`config.mk`:
```
export PLATFORM = sky130hd
export DESIGN_NAME = coin_pulse_ctrl_flat
export DESIGN_NICKNAME = d
export VERILOG_FILES = /design/src/rtl/coin_pulse_ctrl_pkg.sv /design/src/rtl/coin_pulse_ctrl_if.sv /design/src/rtl/coin_pulse_ctrl_channel.sv /design/src/rtl/coin_pulse_ctrl.sv /design/src/flat_wrapper.sv
export SDC_FILE = /design/constraint.sdc
export NUM_CORES = 1
export LEC_CHECK = 0
export ABC_AREA = 0
export ABC_CLOCK_PERIOD_IN_PS = 2950
export BUFFER_PORTS_ARGS = -buffer_cell sky130_fd_sc_hd__buf_2
export CORE_MARGIN = 2
export CORE_UTILIZATION = 52
export DETAILED_ROUTE_END_ITERATION = 16
export GPL_TIMING_DRIVEN = 0
export HOLD_SLACK_MARGIN = 0.12
export PLACE_DENSITY = 0.75
export SYNTH_ARGS = -nofsm -noshare
export SYNTH_HDL_FRONTEND = slang
export SYNTH_SLANG_ARGS = --single-unit
```
`constraint.sdc`:
```
create_clock -name clk -period 2.95 [get_ports clk]
set_clock_uncertainty 0.05 [all_clocks]
set_input_delay 0 -clock clk [delete_from_list [all_inputs] [get_ports clk]]
set_output_delay 0 -clock clk [all_outputs]
set_load 0.1 [all_outputs]
```
`src/rtl/coin_pulse_ctrl_pkg.sv`:
```
// Shared types and width helpers for the coin pulse conditioner.
// Channel FSM states, default parameter values and counter-width functions.
package coin_pulse_pkg;

    typedef enum logic [1:0] {
        ST_IDLE  = 2'd0,
        ST_PULSE = 2'd1,
        ST_GAP   = 2'd2
    } ch_state_e;

    localparam int NCH_DEF         = 32'sd2;
    localparam int DEB_CYC_DEF     = 32'sd16;
    localparam int HOLD_FRAMES_DEF = 32'sd3;
    localparam int GAP_FRAMES_DEF  = 32'sd3;
    localparam int QMAX_DEF        = 32'sd3;

    // Bits needed to hold the values 0..n-1, never less than one.
    function automatic int width_for(input int n);
        return (n <= 32'sd2) ? 32'sd1 : $clog2(n);
    endfunction

    function automatic int pend_width(input int qmax);
        return width_for(qmax + 32'sd1);
    endfunction

    function automatic int fcnt_width(input int hold, input int gap);
        return width_for((hold > gap) ? hold : gap);
    endfunction

    localparam int PEND_W_DEF = pend_width(QMAX_DEF);
    localparam int FCNT_W_DEF = fcnt_width(HOLD_FRAMES_DEF, GAP_FRAMES_DEF);

endpackage

```
`src/rtl/coin_pulse_ctrl_if.sv`:
```
// Coin conditioner bus: controls and raw buttons in, shaped pulses and status out.
interface coin_pulse_ctrl_if #(
    parameter int NCH = 2
);
    logic            enable;
    logic            vblank;
    logic [NCH-1:0]  coin_raw;
    logic [NCH-1:0]  coin_out;
    logic [NCH-1:0]  busy;
    logic            overflow;
    logic [15:0]     coin_total;

    modport master (
        output enable, vblank, coin_raw,
        input  coin_out, busy, overflow, coin_total
    );

    modport slave (
        input  enable, vblank, coin_raw,
        output coin_out, busy, overflow, coin_total
    );
endinterface

```
`src/rtl/coin_pulse_ctrl_channel.sv`:
```
// One coin channel: input register, debounce, saturating press queue and
// a frame-paced PULSE/GAP sequencer.
module coin_channel
    import coin_pulse_pkg::*;
#(
    parameter int DEB_CYC     = DEB_CYC_DEF,
    parameter int HOLD_FRAMES = HOLD_FRAMES_DEF,
    parameter int GAP_FRAMES  = GAP_FRAMES_DEF,
    parameter int QMAX        = QMAX_DEF
) (
    input  logic clk,
    input  logic reset,
    input  logic enable,
    input  logic tick,
    input  logic coin_raw,
    output logic coin_out,
    output logic busy,
    output logic start,
    output logic drop
);
    localparam int DEB_W  = width_for(DEB_CYC);
    localparam int PEND_W = pend_width(QMAX);
    localparam int FCNT_W = fcnt_width(HOLD_FRAMES, GAP_FRAMES);

    localparam logic [DEB_W-1:0]  DEB_LAST  = DEB_W'(DEB_CYC - 32'sd1);
    localparam logic [DEB_W-1:0]  DEB_ZERO  = {DEB_W{1'b0}};
    localparam logic [DEB_W-1:0]  DEB_ONE   = DEB_W'(32'sd1);
    localparam logic [PEND_W-1:0] PEND_MAX  = PEND_W'(QMAX);
    localparam logic [PEND_W-1:0] PEND_ZERO = {PEND_W{1'b0}};
    localparam logic [PEND_W-1:0] PEND_ONE  = PEND_W'(32'sd1);
    localparam logic [FCNT_W-1:0] HOLD_LOAD = FCNT_W'(HOLD_FRAMES - 32'sd1);
    localparam logic [FCNT_W-1:0] GAP_LOAD  = FCNT_W'(GAP_FRAMES - 32'sd1);
    localparam logic [FCNT_W-1:0] FCNT_ZERO = {FCNT_W{1'b0}};
    localparam logic [FCNT_W-1:0] FCNT_ONE  = FCNT_W'(32'sd1);

    logic              coin_q_r;
    logic              deb_lvl_r;
    logic [DEB_W-1:0]  deb_cnt_r;
    logic [PEND_W-1:0] pend_r;
    logic [FCNT_W-1:0] fcnt_r;
    ch_state_e         state_r;
    logic              coin_out_r;
    logic              busy_r;

    logic              deb_diff_s;
    logic              deb_done_s;
    logic              press_s;
    logic              start_s;
    logic              drop_s;
    ch_state_e         state_nxt_s;
    logic [FCNT_W-1:0] fcnt_nxt_s;
    logic [PEND_W-1:0] pend_nxt_s;

    // Next-state logic: press detection, queue accounting and frame sequencing.
    always_comb begin
        deb_diff_s  = coin_q_r ^ deb_lvl_r;
        deb_done_s  = deb_diff_s && (deb_cnt_r == DEB_LAST);
        press_s     = enable && deb_done_s && coin_q_r;
        start_s     = enable && tick && (state_r == ST_IDLE) && (pend_r != PEND_ZERO);
        drop_s      = press_s && !start_s && (pend_r == PEND_MAX);
        state_nxt_s = state_r;
        fcnt_nxt_s  = fcnt_r;
        pend_nxt_s  = pend_r;
        if (!enable) begin
            state_nxt_s = ST_IDLE;
            fcnt_nxt_s  = FCNT_ZERO;
            pend_nxt_s  = PEND_ZERO;
        end else begin
            // A press that meets a dequeue cancels out, even at a full queue.
            if (press_s && !start_s && (pend_r != PEND_MAX)) begin
                pend_nxt_s = pend_r + PEND_ONE;
            end else if (start_s && !press_s) begin
                pend_nxt_s = pend_r - PEND_ONE;
            end else begin
                pend_nxt_s = pend_r;
            end
            case (state_r)
                ST_IDLE: begin
                    if (start_s) begin
                        state_nxt_s = ST_PULSE;
                        fcnt_nxt_s  = HOLD_LOAD;
                    end else begin
                        state_nxt_s = ST_IDLE;
                    end
                end
                ST_PULSE: begin
                    if (tick && (fcnt_r == FCNT_ZERO)) begin
                        state_nxt_s = ST_GAP;
                        fcnt_nxt_s  = GAP_LOAD;
                    end else if (tick) begin
                        fcnt_nxt_s = fcnt_r - FCNT_ONE;
                    end else begin
                        fcnt_nxt_s = fcnt_r;
                    end
                end
                ST_GAP: begin
                    if (tick && (fcnt_r == FCNT_ZERO)) begin
                        state_nxt_s = ST_IDLE;
                    end else if (tick) begin
                        fcnt_nxt_s = fcnt_r - FCNT_ONE;
                    end else begin
                        fcnt_nxt_s = fcnt_r;
                    end
                end
                default: begin
                    state_nxt_s = ST_IDLE;
                    fcnt_nxt_s  = FCNT_ZERO;
                end
            endcase
        end
    end

    // Input register and debounce; while disabled the level follows the input silently.
    always_ff @(posedge clk) begin
        if (reset) begin
            coin_q_r  <= 1'b0;
            deb_lvl_r <= 1'b0;
            deb_cnt_r <= DEB_ZERO;
        end else begin
            coin_q_r <= coin_raw;
            if (!enable) begin
                deb_lvl_r <= coin_q_r;
                deb_cnt_r <= DEB_ZERO;
            end else if (!deb_diff_s) begin
                deb_cnt_r <= DEB_ZERO;
            end else if (deb_done_s) begin
                deb_lvl_r <= coin_q_r;
                deb_cnt_r <= DEB_ZERO;
            end else begin
                deb_cnt_r <= deb_cnt_r + DEB_ONE;
            end
        end
    end

    // Channel FSM state, queue depth and registered outputs.
    always_ff @(posedge clk) begin
        if (reset) begin
            state_r    <= ST_IDLE;
            fcnt_r     <= FCNT_ZERO;
            pend_r     <= PEND_ZERO;
            coin_out_r <= 1'b0;
            busy_r     <= 1'b0;
        end else begin
            state_r    <= state_nxt_s;
            fcnt_r     <= fcnt_nxt_s;
            pend_r     <= pend_nxt_s;
            coin_out_r <= (state_nxt_s == ST_PULSE);
            busy_r     <= (state_nxt_s != ST_IDLE) || (pend_nxt_s != PEND_ZERO);
        end
    end

    assign coin_out = coin_out_r;
    assign busy     = busy_r;
    assign start    = start_s;
    assign drop     = drop_s;

endmodule

```
`src/rtl/coin_pulse_ctrl.sv`:
```
// Coin pulse conditioner top: frame tick detect, per-channel shapers,
// overflow flag and issued-coin counter.
module coin_pulse_ctrl
    import coin_pulse_pkg::*;
#(
    parameter int NCH         = NCH_DEF,
    parameter int DEB_CYC     = DEB_CYC_DEF,
    parameter int HOLD_FRAMES = HOLD_FRAMES_DEF,
    parameter int GAP_FRAMES  = GAP_FRAMES_DEF,
    parameter int QMAX        = QMAX_DEF
) (
    input  logic              clk,
    input  logic              reset,
    coin_pulse_ctrl_if.slave  bus
);
    logic           vblank_d_r;
    logic           overflow_r;
    logic [15:0]    coin_total_r;
    logic           tick_s;
    logic [NCH-1:0] coin_out_s;
    logic [NCH-1:0] busy_s;
    logic [NCH-1:0] start_s;
    logic [NCH-1:0] drop_s;

    function automatic logic [15:0] popcount(input logic [NCH-1:0] v);
        logic [15:0] s;
        s = 16'd0;
        for (int i = 0; i < NCH; i++) begin
            s = s + {15'd0, v[i]};
        end
        return s;
    endfunction

    assign tick_s = bus.vblank & ~vblank_d_r;

    generate
        for (genvar g = 0; g < NCH; g++) begin : g_ch
            coin_channel #(
                .DEB_CYC     (DEB_CYC),
                .HOLD_FRAMES (HOLD_FRAMES),
                .GAP_FRAMES  (GAP_FRAMES),
                .QMAX        (QMAX)
            ) u_ch (
                .clk      (clk),
                .reset    (reset),
                .enable   (bus.enable),
                .tick     (tick_s),
                .coin_raw (bus.coin_raw[g]),
                .coin_out (coin_out_s[g]),
                .busy     (busy_s[g]),
                .start    (start_s[g]),
                .drop     (drop_s[g])
            );
        end
    endgenerate

    // Frame edge history, overflow flag and wrapping coin counter.
    always_ff @(posedge clk) begin
        if (reset) begin
            vblank_d_r   <= 1'b0;
            overflow_r   <= 1'b0;
            coin_total_r <= 16'd0;
        end else begin
            vblank_d_r   <= bus.vblank;
            overflow_r   <= |drop_s;
            coin_total_r <= coin_total_r + popcount(start_s);
        end
    end

    assign bus.coin_out   = coin_out_s;
    assign bus.busy       = busy_s;
    assign bus.overflow   = overflow_r;
    assign bus.coin_total = coin_total_r;

endmodule

```
`src/flat_wrapper.sv`:
```
// flat-port wrapper written by rule: the top's interface ports become plain ports
module coin_pulse_ctrl_flat import coin_pulse_pkg::*;
#(
    parameter int NCH         = NCH_DEF,
    parameter int DEB_CYC     = DEB_CYC_DEF,
    parameter int HOLD_FRAMES = HOLD_FRAMES_DEF,
    parameter int GAP_FRAMES  = GAP_FRAMES_DEF,
    parameter int QMAX        = QMAX_DEF
)
  (clk, reset, bus_enable, bus_vblank, bus_coin_raw, bus_coin_out, bus_busy, bus_overflow, bus_coin_total);
  coin_pulse_ctrl_if #(.NCH(NCH)) bus_i ();
  input  logic clk;
  input  logic reset;
  input wire logic [$bits(bus_i.enable)-1:0] bus_enable;
  input wire logic [$bits(bus_i.vblank)-1:0] bus_vblank;
  input wire logic [$bits(bus_i.coin_raw)-1:0] bus_coin_raw;
  output wire logic [$bits(bus_i.coin_out)-1:0] bus_coin_out;
  output wire logic [$bits(bus_i.busy)-1:0] bus_busy;
  output wire logic [$bits(bus_i.overflow)-1:0] bus_overflow;
  output wire logic [$bits(bus_i.coin_total)-1:0] bus_coin_total;
  assign bus_i.enable = bus_enable;
  assign bus_i.vblank = bus_vblank;
  assign bus_i.coin_raw = bus_coin_raw;
  assign bus_coin_out = bus_i.coin_out;
  assign bus_busy = bus_i.busy;
  assign bus_overflow = bus_i.overflow;
  assign bus_coin_total = bus_i.coin_total;
  coin_pulse_ctrl #(.NCH(NCH), .DEB_CYC(DEB_CYC), .HOLD_FRAMES(HOLD_FRAMES), .GAP_FRAMES(GAP_FRAMES), .QMAX(QMAX)) u_core (.clk(clk), .reset(reset), .bus(bus_i));
endmodule
```
==> results.cfg <==
[die]
fp.dieArea_mm2 = 0.00496
dieHeight_um = 70.4
core-area_mm2 = 0.00429
start_util_pct = 53.5
fp-row-count = 24
io_pins = 27
die_w_um = 70.4

[synthesis]
netlist.area_leader.share_pct = 40.1
synth_cell_types = 44
yosys-top-cells-area = dfxtp_1 (40%), ha_1 (5.4%), nor2_1 (4.7%)
syn_area_mm2 = 0.00230
async_reset_ff_share_pct = 0
synth_top_cell_by_area = dfxtp_1
synthTopCellsByCount = dfxtp_1 (46), nor2_1 (29), inv_1 (19), nand3_1 (15), nand2_1 (13)
yosysWarnings = 0
synth_edf_count = 0
synth_most_common_cell = dfxtp_1
synth_seq_cells = 46
syn_inst = 262
synth_ff_type = dfxtp_1
synth_area_per_cell_um2 = 8.76
synth.yosys.seq_area_share_pct = 40.1
syn_nets = 279

[routing]
firstDrtPassIters = 4
final_antenna_net_count = 0
first_iter_violations = 85
drc = 0
viasPerCell = 5.09
via_count = 1826
routedWlPerCell_um = 11.7
drt_wl_total_um = 4190

[placed_design]
place_ws_ns = -0.215
place.port_buffers = 26
place.gp.congestion = 0.777
dp_hpwl_um = 2940

[global_routing]
grtUsageTotal_pct = 17.5
grt_first_pass_wirelength_um = 7020
grt_pass1_vias = 1630
antenna_found_initial = 0
grt_use_met2_pct = 26.8
use_met3_pct = 3.46
grt_use_met1_pct = 24.1
grt_max_degree = 14
grt-ovfl-total = 0
busiest_layer = met2

[run]
maxCapViolCount = 0

[hold_path]
min_path_type = input port to register

[timing]
worstMarginPinSlew_ns = 0.499
setup_tns_ns = 0
setup_viol = 0
whs_ns = 0.124
drv_slew = 0
hold_viol = 0
period_needed_ns = 2.81
max_freq_ghz = 0.355
period_share_pct = 95.4
layout_setup_ws_ns = 0.137
maxSlewHeadroom_pct = 66.7

[pwr]
pwr-share-comb_pct = 4.1
seq_power_share_pct = 59.3
internal_power_uw = 831
vdd_drop_max_uv = 277
power_density_mw_per_mm2 = 387
switching_share_pct = 21.7
power_uw = 1060
switchingPower_uw = 230
leakagePower_uw = 0.00116
power.share.clock_pct = 36.6

[clock_tree]
cts_buffers = 5
cts_tree = done
htreeDepth = 2
clk_latency_ns = 0.29
clk_pin_slew_ns = 0.08
cts_root_buf = clkbuf_8
cts_buffer_depth = 2
cts_sinks = 46

[setup_path]
rr_worst_depth = 13
r2r-end = u_core.bus.coin_total[12]
critical_path_required_ns = 3.07
reg2reg_from = u_core.g_ch[1].u_ch.pend_r[1]
critPathLaunchType = register
cp_max_fo = 5
r2r_setup_slack_ns = 0.14
crit_end = u_core.bus.coin_total[12]
end_kind = register
startpoint = u_core.g_ch[1].u_ch.pend_r[1]
arrival_ns = 2.94
worstSetupPathType = register to register

[layout]
antennaDiodeCount = 0
final_nets = 323
drive_above_1_share_pct = 23.1
area_growth_pct = 19.3
fin_util_pct = 63.8

[status]
status = completed
## per-layer routing
| metal | up-vias | part of all wire (%) | wire [µm] |
|---|---|---|---|
| met4 | 0 | 1.6 | 67 |
| met1 | 811 | 51 | 2150 |
| met5 | - | 0 | 0 |
| li1 | 981 | - | - |
| met2 | 26 | 44 | 1850 |
| met3 | 8 | 2.7 | 111 |
## layout make-up
type | instances | area (µm²)
buffer | 12 | 61.3
clock buffer | 7 | 86.3
clock inverter | 1 | 5.00
fill | 389 | 1560
inverter | 19 | 71.3
multi-input combinational | 183 | 1280
sequential | 46 | 923
tap | 52 | 65.1
timing repair buffer | 39 | 244
## cells by family after synthesis
logic type      count (synthesis)  share of synthesized area, %
fa+ha+maj                      11                          6.32
simple gates                  109                          25.7
xor+xnor                       22                          8.39
compound gates                 40                          12.1
flops                          46                          40.1
buf+inv                        33                          6.43
mux                             1                         0.981
## per-stage QoR
stage / cells / cell area [µm²]
2_1_floorplan: 262 / 2300
3_3_place_gp: 340 / 2490
3_5_place_dp: 340 / 2490
4_1_cts: 354 / 2670
5_1_grt: 359 / 2740
6_report: 359 / 2740
## how the worst min path moves through the flow
stage | start | endpoint | slack [ns] | depth (start not counted)
final | bus_enable | u_core.g_ch[1].u_ch.coin_out | 0.12 | 4
after floorplan | reset | u_core.g_ch[1].u_ch.coin_q_r | 0.02 | 1
after CTS | bus_vblank | u_core.g_ch[1].u_ch.fcnt_r[1] | 0.14 | 5
after global routing | bus_enable | u_core.g_ch[1].u_ch.state_r[0] | 0.14 | 4
after detailed placement | bus_coin_raw[0] | u_core.g_ch[0].u_ch.coin_q_r | 0.16 | 2
after global placement | bus_coin_raw[0] | u_core.g_ch[0].u_ch.coin_q_r | 0.17 | 2
## what timing repair did
action / CTS / global route
pin swaps: 0 / 7
gates resized for setup: 7 / 12
gates cloned: 0 / 0
buffers inserted: 2 / 6
endpoints found under the setup margin: 6 / 10
hold endpoints to repair: 5 / 0
hold buffers: 5 / 0
## layout by cell type (no fill, tap or decap), types with 2 or more instances in the layout
cell type	n
dfxtp_1	44
nor2_1	29
buf_2	27
inv_1	16
nand3_1	15
nand2_1	12
xor2_1	11
xnor2_1	11
a21oi_1	11
buf_4	11
nor2b_1	10
clkbuf_1	8
ha_1	8
o21ai_0	7
and3_1	6
clkbuf_8	6
nand3b_1	5
dlygate4sd3_1	5
nor3_1	4
o211ai_1	4
o21a_1	4
inv_2	3
or2_2	3
nand4_1	3
nand2b_1	3
nand2b_4	2
a21o_1	2
and4_1	2
o221ai_1	2
o211ai_2	2
o32ai_1	2
and2_1	2
a2111oi_0	2
ha_2	2
dfxtp_2	2
## worst max-delay path, cell delays in order, from the launching register on
cell and delay, ns:
dfxtp_2 0.35, inv_2 0.05, ha_2 0.15, nand2b_4 0.13, or4_4 0.52, xor2_1 0.17
ha_2 0.21, inv_2 0.04, fa_2 0.38, nor2b_4 0.19, nand2_4 0.09, nor3_4 0.19
xnor2_1 0.13, nor2_1 0.05
## power by group through the flow
stage	Sequential [µW]	Combinational, µW	Clock, µW
after global placement	643	37.1	0
after detailed placement	643	37.4	0
after floorplan	643	24.6	0
after global routing	630	47.8	428
after CTS	629	42.5	406
final	629	43.2	388
## registers in the layout (all words and copies together) (netlist names)
signal / flops
u_core.bus.coin_total: 16
u_core.vblank_d_r: 1
u_core.g_ch.u_ch.busy: 2
u_core.g_ch.u_ch.state_r: 4
u_core.g_ch.u_ch.deb_cnt_r: 8
u_core.g_ch.u_ch.deb_lvl_r: 2
u_core.bus.overflow: 1
u_core.g_ch.u_ch.pend_r: 4
u_core.g_ch.u_ch.coin_q_r: 2
u_core.g_ch.u_ch.coin_out: 2
u_core.g_ch.u_ch.fcnt_r: 4
No activity file was read; power rests on OpenSTA's default activity.
